## config.mk

```make
export PLATFORM = sky130hd
export DESIGN_NAME = conv_y_quant_fifo
export DESIGN_NICKNAME = d
export VERILOG_FILES = /design/src/rtl/conv_pkg.sv /design/src/rtl/conv_y_quant_fifo_sync_fifo.sv /design/src/rtl/conv_y_quant_fifo.sv
export SDC_FILE = /design/constraint.sdc
export NUM_CORES = 1
export LEC_CHECK = 0
export CAP_MARGIN = 30
export CORE_ASPECT_RATIO = 1.75
export CORE_MARGIN = 5
export CORE_UTILIZATION = 49
export CTS_CLUSTER_SIZE = 16
export DETAILED_ROUTE_END_ITERATION = 12
export HOLD_SLACK_MARGIN = 0.05
export PLACE_DENSITY = 0.79
export SYNTH_ARGS = -nofsm -noshare
export SYNTH_HDL_FRONTEND = slang
export SYNTH_SLANG_ARGS = --single-unit
```

## constraint.sdc

```tcl
create_clock -name clk -period 2.21 [get_ports clk]
set_input_delay 0.442 -clock clk [delete_from_list [all_inputs] [get_ports clk]]
set_output_delay 0.442 -clock clk [all_outputs]
set_load 0.02 [all_outputs]
```

## src/rtl/conv_pkg.sv

```systemverilog
// Shared constants, types and the rounding/saturating requantiser for the conv_8_4 output path.
package conv_pkg;

    localparam int X_LEN = 8;
    localparam int F_LEN = 4;
    localparam int Y_LEN = X_LEN - F_LEN + 1;
    localparam int Y_W   = 18;
    localparam int Q_W   = 8;

    typedef logic signed [Y_W-1:0] y_t;
    typedef logic signed [Q_W-1:0] q_t;

    typedef struct packed {
        logic sat;
        q_t   q;
    } sat_round_t;

    localparam logic signed [Y_W:0] Q_MAX_EXT = (Y_W+1)'((1 << (Q_W-1)) - 1);
    localparam logic signed [Y_W:0] Q_MIN_EXT = ~Q_MAX_EXT;

    // Round half up toward +inf, then clamp; one guard bit absorbs the rounding carry.
    function automatic sat_round_t sat_round(input y_t y, input logic [4:0] shift);
        logic signed [Y_W:0] ext;
        logic signed [Y_W:0] rnd;
        sat_round_t          r;
        ext = {y[Y_W-1], y};
        rnd = '0;
        if (shift != 5'd0)
            rnd[shift - 5'd1] = 1'b1;
        ext = (ext + rnd) >>> shift;
        r.sat = 1'b0;
        r.q   = ext[Q_W-1:0];
        if (ext > Q_MAX_EXT) begin
            r.sat = 1'b1;
            r.q   = Q_MAX_EXT[Q_W-1:0];
        end else if (ext < Q_MIN_EXT) begin
            r.sat = 1'b1;
            r.q   = Q_MIN_EXT[Q_W-1:0];
        end
        return r;
    endfunction

endpackage

```

## src/rtl/conv_y_quant_fifo_sync_fifo.sv

```systemverilog
// Synchronous FIFO (module sync_fifo): callers qualify wr_en/rd_en with full/empty.
module sync_fifo #(
    parameter int WIDTH    = 8,
    parameter int DEPTH    = 4,
    parameter int LOGDEPTH = 2
) (
    input  logic             clk,
    input  logic             reset,
    input  logic             wr_en,
    input  logic [WIDTH-1:0] wr_data,
    input  logic             rd_en,
    output logic [WIDTH-1:0] rd_data,
    output logic             full,
    output logic             empty
);

    logic [WIDTH-1:0]    mem [DEPTH];
    logic [LOGDEPTH-1:0] wr_ptr;
    logic [LOGDEPTH-1:0] rd_ptr;
    logic [LOGDEPTH:0]   count;

    always_ff @(posedge clk) begin
        if (reset) begin
            wr_ptr <= '0;
            rd_ptr <= '0;
            count  <= '0;
        end else begin
            if (wr_en)
                wr_ptr <= wr_ptr + 1'b1;
            if (rd_en)
                rd_ptr <= rd_ptr + 1'b1;
            case ({wr_en, rd_en})
                2'b10:   count <= count + 1'b1;
                2'b01:   count <= count - 1'b1;
                default: count <= count;
            endcase
        end
    end

    // Storage carries no reset; pointers alone define what is valid.
    always_ff @(posedge clk) begin
        if (wr_en)
            mem[wr_ptr] <= wr_data;
    end

    assign rd_data = mem[rd_ptr];
    assign full    = (count == (LOGDEPTH+1)'(DEPTH));
    assign empty   = (count == '0);

endmodule

```

## src/rtl/conv_y_quant_fifo.sv

```systemverilog
// Requantise conv_8_4 results, buffer them and count outputs per frame.
// Optional macro QUANT_RELU_EN: zero negative results after saturation.
import conv_pkg::*;

module conv_y_quant_fifo #(
    parameter int IN_W     = 18,
    parameter int OUT_W    = 8,
    parameter int SHIFT    = 2,
    parameter int DEPTH    = 4,
    parameter int LOGDEPTH = 2,
    parameter int NUM_OUT  = 5
) (
    input  logic                    clk,
    input  logic                    reset,
    input  logic signed [IN_W-1:0]  s_data_in_y,
    input  logic                    s_valid_y,
    output logic                    s_ready_y,
    output logic signed [OUT_W-1:0] m_data_out_q,
    output logic                    m_valid_q,
    input  logic                    m_ready_q,
    output logic                    frame_done,
    output logic                    sat_flag
);

    localparam int FW = $clog2(NUM_OUT + 1);

    logic                    reset_q;
    y_t                      y_in;
    sat_round_t              quant;
    logic signed [OUT_W-1:0] wr_data;
    logic signed [OUT_W-1:0] head;
    logic                    wr;
    logic                    pop;
    logic                    full;
    logic                    empty;
    logic [FW-1:0]           frame_cnt;

    assign y_in = s_data_in_y;

    always_comb begin
        quant   = sat_round(y_in, 5'(SHIFT));
        wr_data = quant.q;
`ifdef QUANT_RELU_EN
        if (quant.q[Q_W-1])
            wr_data = '0;
`endif
    end

    // Readiness depends only on registered state, so a full FIFO never writes through.
    assign s_ready_y = !reset_q && !full;
    assign wr        = s_valid_y && s_ready_y;
    assign m_valid_q = !empty;
    assign pop       = m_valid_q && m_ready_q;

    sync_fifo #(
        .WIDTH    (OUT_W),
        .DEPTH    (DEPTH),
        .LOGDEPTH (LOGDEPTH)
    ) u_fifo (
        .clk     (clk),
        .reset   (reset),
        .wr_en   (wr),
        .wr_data (wr_data),
        .rd_en   (pop),
        .rd_data (head),
        .full    (full),
        .empty   (empty)
    );

    assign m_data_out_q = empty ? '0 : head;

    always_ff @(posedge clk) begin
        if (reset) begin
            reset_q    <= 1'b1;
            frame_cnt  <= '0;
            frame_done <= 1'b0;
            sat_flag   <= 1'b0;
        end else begin
            reset_q    <= 1'b0;
            frame_done <= 1'b0;
            if (wr && quant.sat)
                sat_flag <= 1'b1;
            if (pop) begin
                if (frame_cnt == FW'(NUM_OUT - 1)) begin
                    frame_cnt  <= '0;
                    frame_done <= 1'b1;
                end else begin
                    frame_cnt <= frame_cnt + 1'b1;
                end
            end
        end
    end

endmodule

```

==> metrics.md <==
| Metric | Value |
|---|---|
| Outcome | `complete, no violations` |
| Clock power share | `25.5%` |
| Simple-gate share of the synthesized area | `16.08%` |
| Top Ports | `34` |
| Maximum clock frequency | `464.0 MHz` |
| Total gr overflow | `0` |
| Final setup fails | `0` |
| Placed insts | `313` |
| CP Cell Sequence | `buf_12 -> mux4_2 -> and2_1 -> clkdlybuf4s15_1` |
| Ranking of synthesized cells by area | `edfxtp_1 41%, dfxtp_1 13%, mux4_2 7.6%` |
| CP max FO | `8` |
| FF/Latch Area | `1262 um^2` |
| Layout Utilization | `70.55%` |
| Unrepaired setup endpoints after global routing | `true` |
| Core area | `4707 um^2` |
| Initial core utilization | `50.27%` |
| Area occupied by multi-input gates | `1147 um^2` |
| Inserted Clock Buffers | `5` |
| Pin count of the biggest net entering global routing | `15` |
| CP top delay family | `multiplexers` |
| Die area | `6373 um^2` |
| Post-DRT Antenna Nets | `0` |
| Max-slew violation count | `0` |
| Netlist Area Pre-Place | `2366 um^2` |
| Crit path DAT | `1710 ps` |
| Avg Inst Size Synth | `12.20 um^2` |
| Combinational share of power | `36.9%` |
| Worst setup EP type | `output pin` |
| Fin cells | `324` |
| Final Hold Vio Count | `0` |
| YS warnings | `0` |
| Worst skew pair latency | `300 ps` |
| Synth Area in Compound Gates | `8.831%` |
| Final WL | `5225 um` |
| Port bufs | `32` |
| Min-Delay Path Class | `flop to flop` |
| Total number of vias | `1781` |
| Max incr delay on CP | `490 ps` |
| Asr flop ratio synth | `0%` |
| CP Buf/Inv Count | `2` |
| Layout cells sized above 1 | `35.66%` |
| WL/cell | `16.13 um` |
| Synth Flop Type | `edfxtp_1` |
| Max clock buf depth | `2` |
| Post-synth EDFFs | `32` |
| FF+latch count, synth | `47` |
| CTS tree | `built` |
| Syn Inst Count | `194` |
| Switching Share | `30.05%` |
| Sequential Power Share | `37.6%` |
| Worst slew pin tran | `522.8 ps` |
| Vias per inst | `5.497` |
| Row count | `33` |
| Post-synthesis mux area share | `8.937%` |
| Yosys top cell area share | `40.61%` |
| Final critical-path required period | `2155 ps` |
| ANT cells | `0` |
| Die height | `101.9 um` |
| DP HPWL | `3745 um` |
| Internal | `2.005 mW` |
| Final critical-path share of the clock period | `97.52%` |
| Drt drc | `0` |
| Global Route Usage Sum | `16.90%` |
| Max-cap violations | `0` |
| Cell at the slowest stage of the critical path | `mux4_2` |
| Yosys top cell by area | `edfxtp_1` |
| Number of global-route vias before repair | `1837` |
| Reg clk slew, reported paths | `90 ps` |
| H-tree depth | `2` |
| # fillers | `324` |
| Pwr dens | `863.4 nW/um^2` |
| Final Skew | `6.741 ps` |
| Worst endpoint required time | `1770 ps` |
| Die width | `62.53 um` |
| Adder-Cell Fraction of Synth Area | `5.077%` |
| Xor and xnor area share after synthesis | `4.442%` |
| NetSw | `0.8616 mW` |
| Post-synth cell types | `45` |
| P_leak | `1.274 nW` |
| Drt initial violations | `40` |
| Worst reg-to-reg setup slack | `120 ps` |
| First-pass DRT Iterations | `4` |
| Worst ir drop on vdd | `0.5966 mV` |
| Final nets | `302` |
| First-pass GRT wire length | `8549 um` |
| Layout Area Growth over Synthesis | `40.35%` |
| Syn_nets | `225` |
| Setup CP Type | `flop to output pin` |
| Startpoint Class | `flop` |
| Placer Congestion | `0.9217` |
| Main combinational cell family by area after synthesis | `simple AND/OR/NAND/NOR gates` |
| Initial antenna violation count | `0` |
| Sequential-to-total area share from yosys stat | `53.31%` |
| TritonCTS Sinks | `47` |
| Worst slew margin | `65.04%` |
| Clock Root Buffer | `clkbuf_8` |
## repair_timing
action / CTS / global route
gates resized for setup: 78 / 17
setup buffers: 2 / 1
pin swaps: 6 / 7
hold buffers: 0 / 0
endpoints found under the hold margin: 0 / 0
endpoints found under the setup margin: 42 / 38
## tightest hold or removal path: stages (launching register included)
cell and delay, ps:
dfxtp_1 330, nand2_1 70, nor3_1 40
## cell usage after synthesis, types with 6 or more instances
| master | count |
|---|---|
| dfxtp_1 | 15 |
| inv_1 | 13 |
| o21ai_1 | 8 |
| xor2_1 | 7 |
| mux4_2 | 8 |
| and3_1 | 7 |
| a21oi_1 | 6 |
| edfxtp_1 | 32 |
| nor2_1 | 16 |
| and2_1 | 8 |
| ha_1 | 8 |
| nand2_1 | 10 |
## final timing paths
check / startpoint / endpoint / cells after the start
setup / recovery: flop / m_data_out_q[5] / 4
hold / removal: frame_cnt[2]$_SDFFE_PP0P_ / frame_done$_SDFF_PP0_ / 2
setup reg to reg: u_fifo.count[1]$_SDFFE_PP0P_ / u_fifo.count[2]$_SDFFE_PP0P_ / 10
hold reg to reg: frame_cnt[2]$_SDFFE_PP0P_ / frame_done$_SDFF_PP0_ / 2
## logic make-up (layout without fill, tap and decap cells)
logic type               Yosys count  after routing
XOR/XNOR                          12             12
buffers and inverters             20             98
AO/OA/AOI/OAI                     29             29
flip-flops                        47             47
AND/OR/NAND/NOR                   66             66
multiplexers                      11             11
adder cells (fa/ha/maj)            9              9
## per-layer routing
layer	vias to the layer above	track usage [%]	share of wire, %
li1	873	-	-
met5	-	0	0
met4	0	6.373	1.5
met2	42	32.91	57
met1	861	18.34	38
met3	5	2.090	3.9
## cell type report
| cell class | instances | share of cell area (%) |
|---|---|---|
| timing repair buffer | 77 | 20.01 |
| multi-input combinational | 127 | 34.55 |
| inverter | 13 | 1.469 |
| tap | 52 | 1.959 |
| clock inverter | 2 | 1.809 |
| clock buffer | 6 | 2.185 |
| sequential | 47 | 38.02 |
## layout by cell type, fill, tap and decap left out, drive strengths merged, types with 2 or more instances in the layout
| master | netlist | routed |
|---|---|---|
| nand2 | 10 | 10 |
| edfxtp | 32 | 32 |
| clkdlybuf4s15 | 0 | 12 |
| or3 | 2 | 2 |
| bufinv | 0 | 2 |
| ha | 8 | 8 |
| a31oi | 4 | 4 |
| clkdlybuf4s50 | 0 | 9 |
| nor2 | 17 | 17 |
| nand4 | 4 | 4 |
| mux4 | 8 | 8 |
| and3 | 8 | 8 |
| xnor2 | 5 | 5 |
| and2 | 9 | 9 |
| inv | 13 | 13 |
| nor3 | 3 | 3 |
| dfxtp | 15 | 15 |
| mux2i | 2 | 2 |
| buf | 3 | 53 |
| o21ai | 10 | 10 |
| clkbuf | 4 | 7 |
| a21oi | 6 | 6 |
| xor2 | 7 | 7 |
| nand3 | 5 | 5 |
## state kept, by name, summed over array words and instances (netlist names), named ones only
| name | count |
|---|---|
| frame_cnt | 3 |
| frame_done | 1 |
| reset_q | 1 |
| sat_flag | 1 |
| u_fifo.count | 3 |
| u_fifo.mem | 32 |
| u_fifo.rd_ptr | 2 |
| u_fifo.wr_ptr | 2 |
## power by group through the flow
stage	sequential (mW)	combinational [mW]	clock [mW]
floorplan	1.08	0.610	0
global placement	1.09	1.07	0
detailed placement	1.09	1.08	0
CTS	1.08	1.06	0.735
global route	1.09	1.15	0.767
finish	1.08	1.06	0.731
## stage by stage
step / cell area, um^2 / setup slack [ps] / TNS [ps] / hold slack [ps] / power [mW]
final: 3321 / 54.89 / 0 / 477.8 / 2.867
after global placement: 3058 / -629.4 / -19370 / 463.4 / 2.155
after detailed placement: 3058 / -689.4 / -20770 / 465.6 / 2.176
after floorplan: 2376 / 19.95 / 0 / 434.5 / 1.686
after CTS: 3301 / -50.07 / -1269 / 476.6 / 2.876
after global routing: 3321 / -33.42 / -676.8 / 525.9 / 3.011
(Power assumes the default switching activity.)
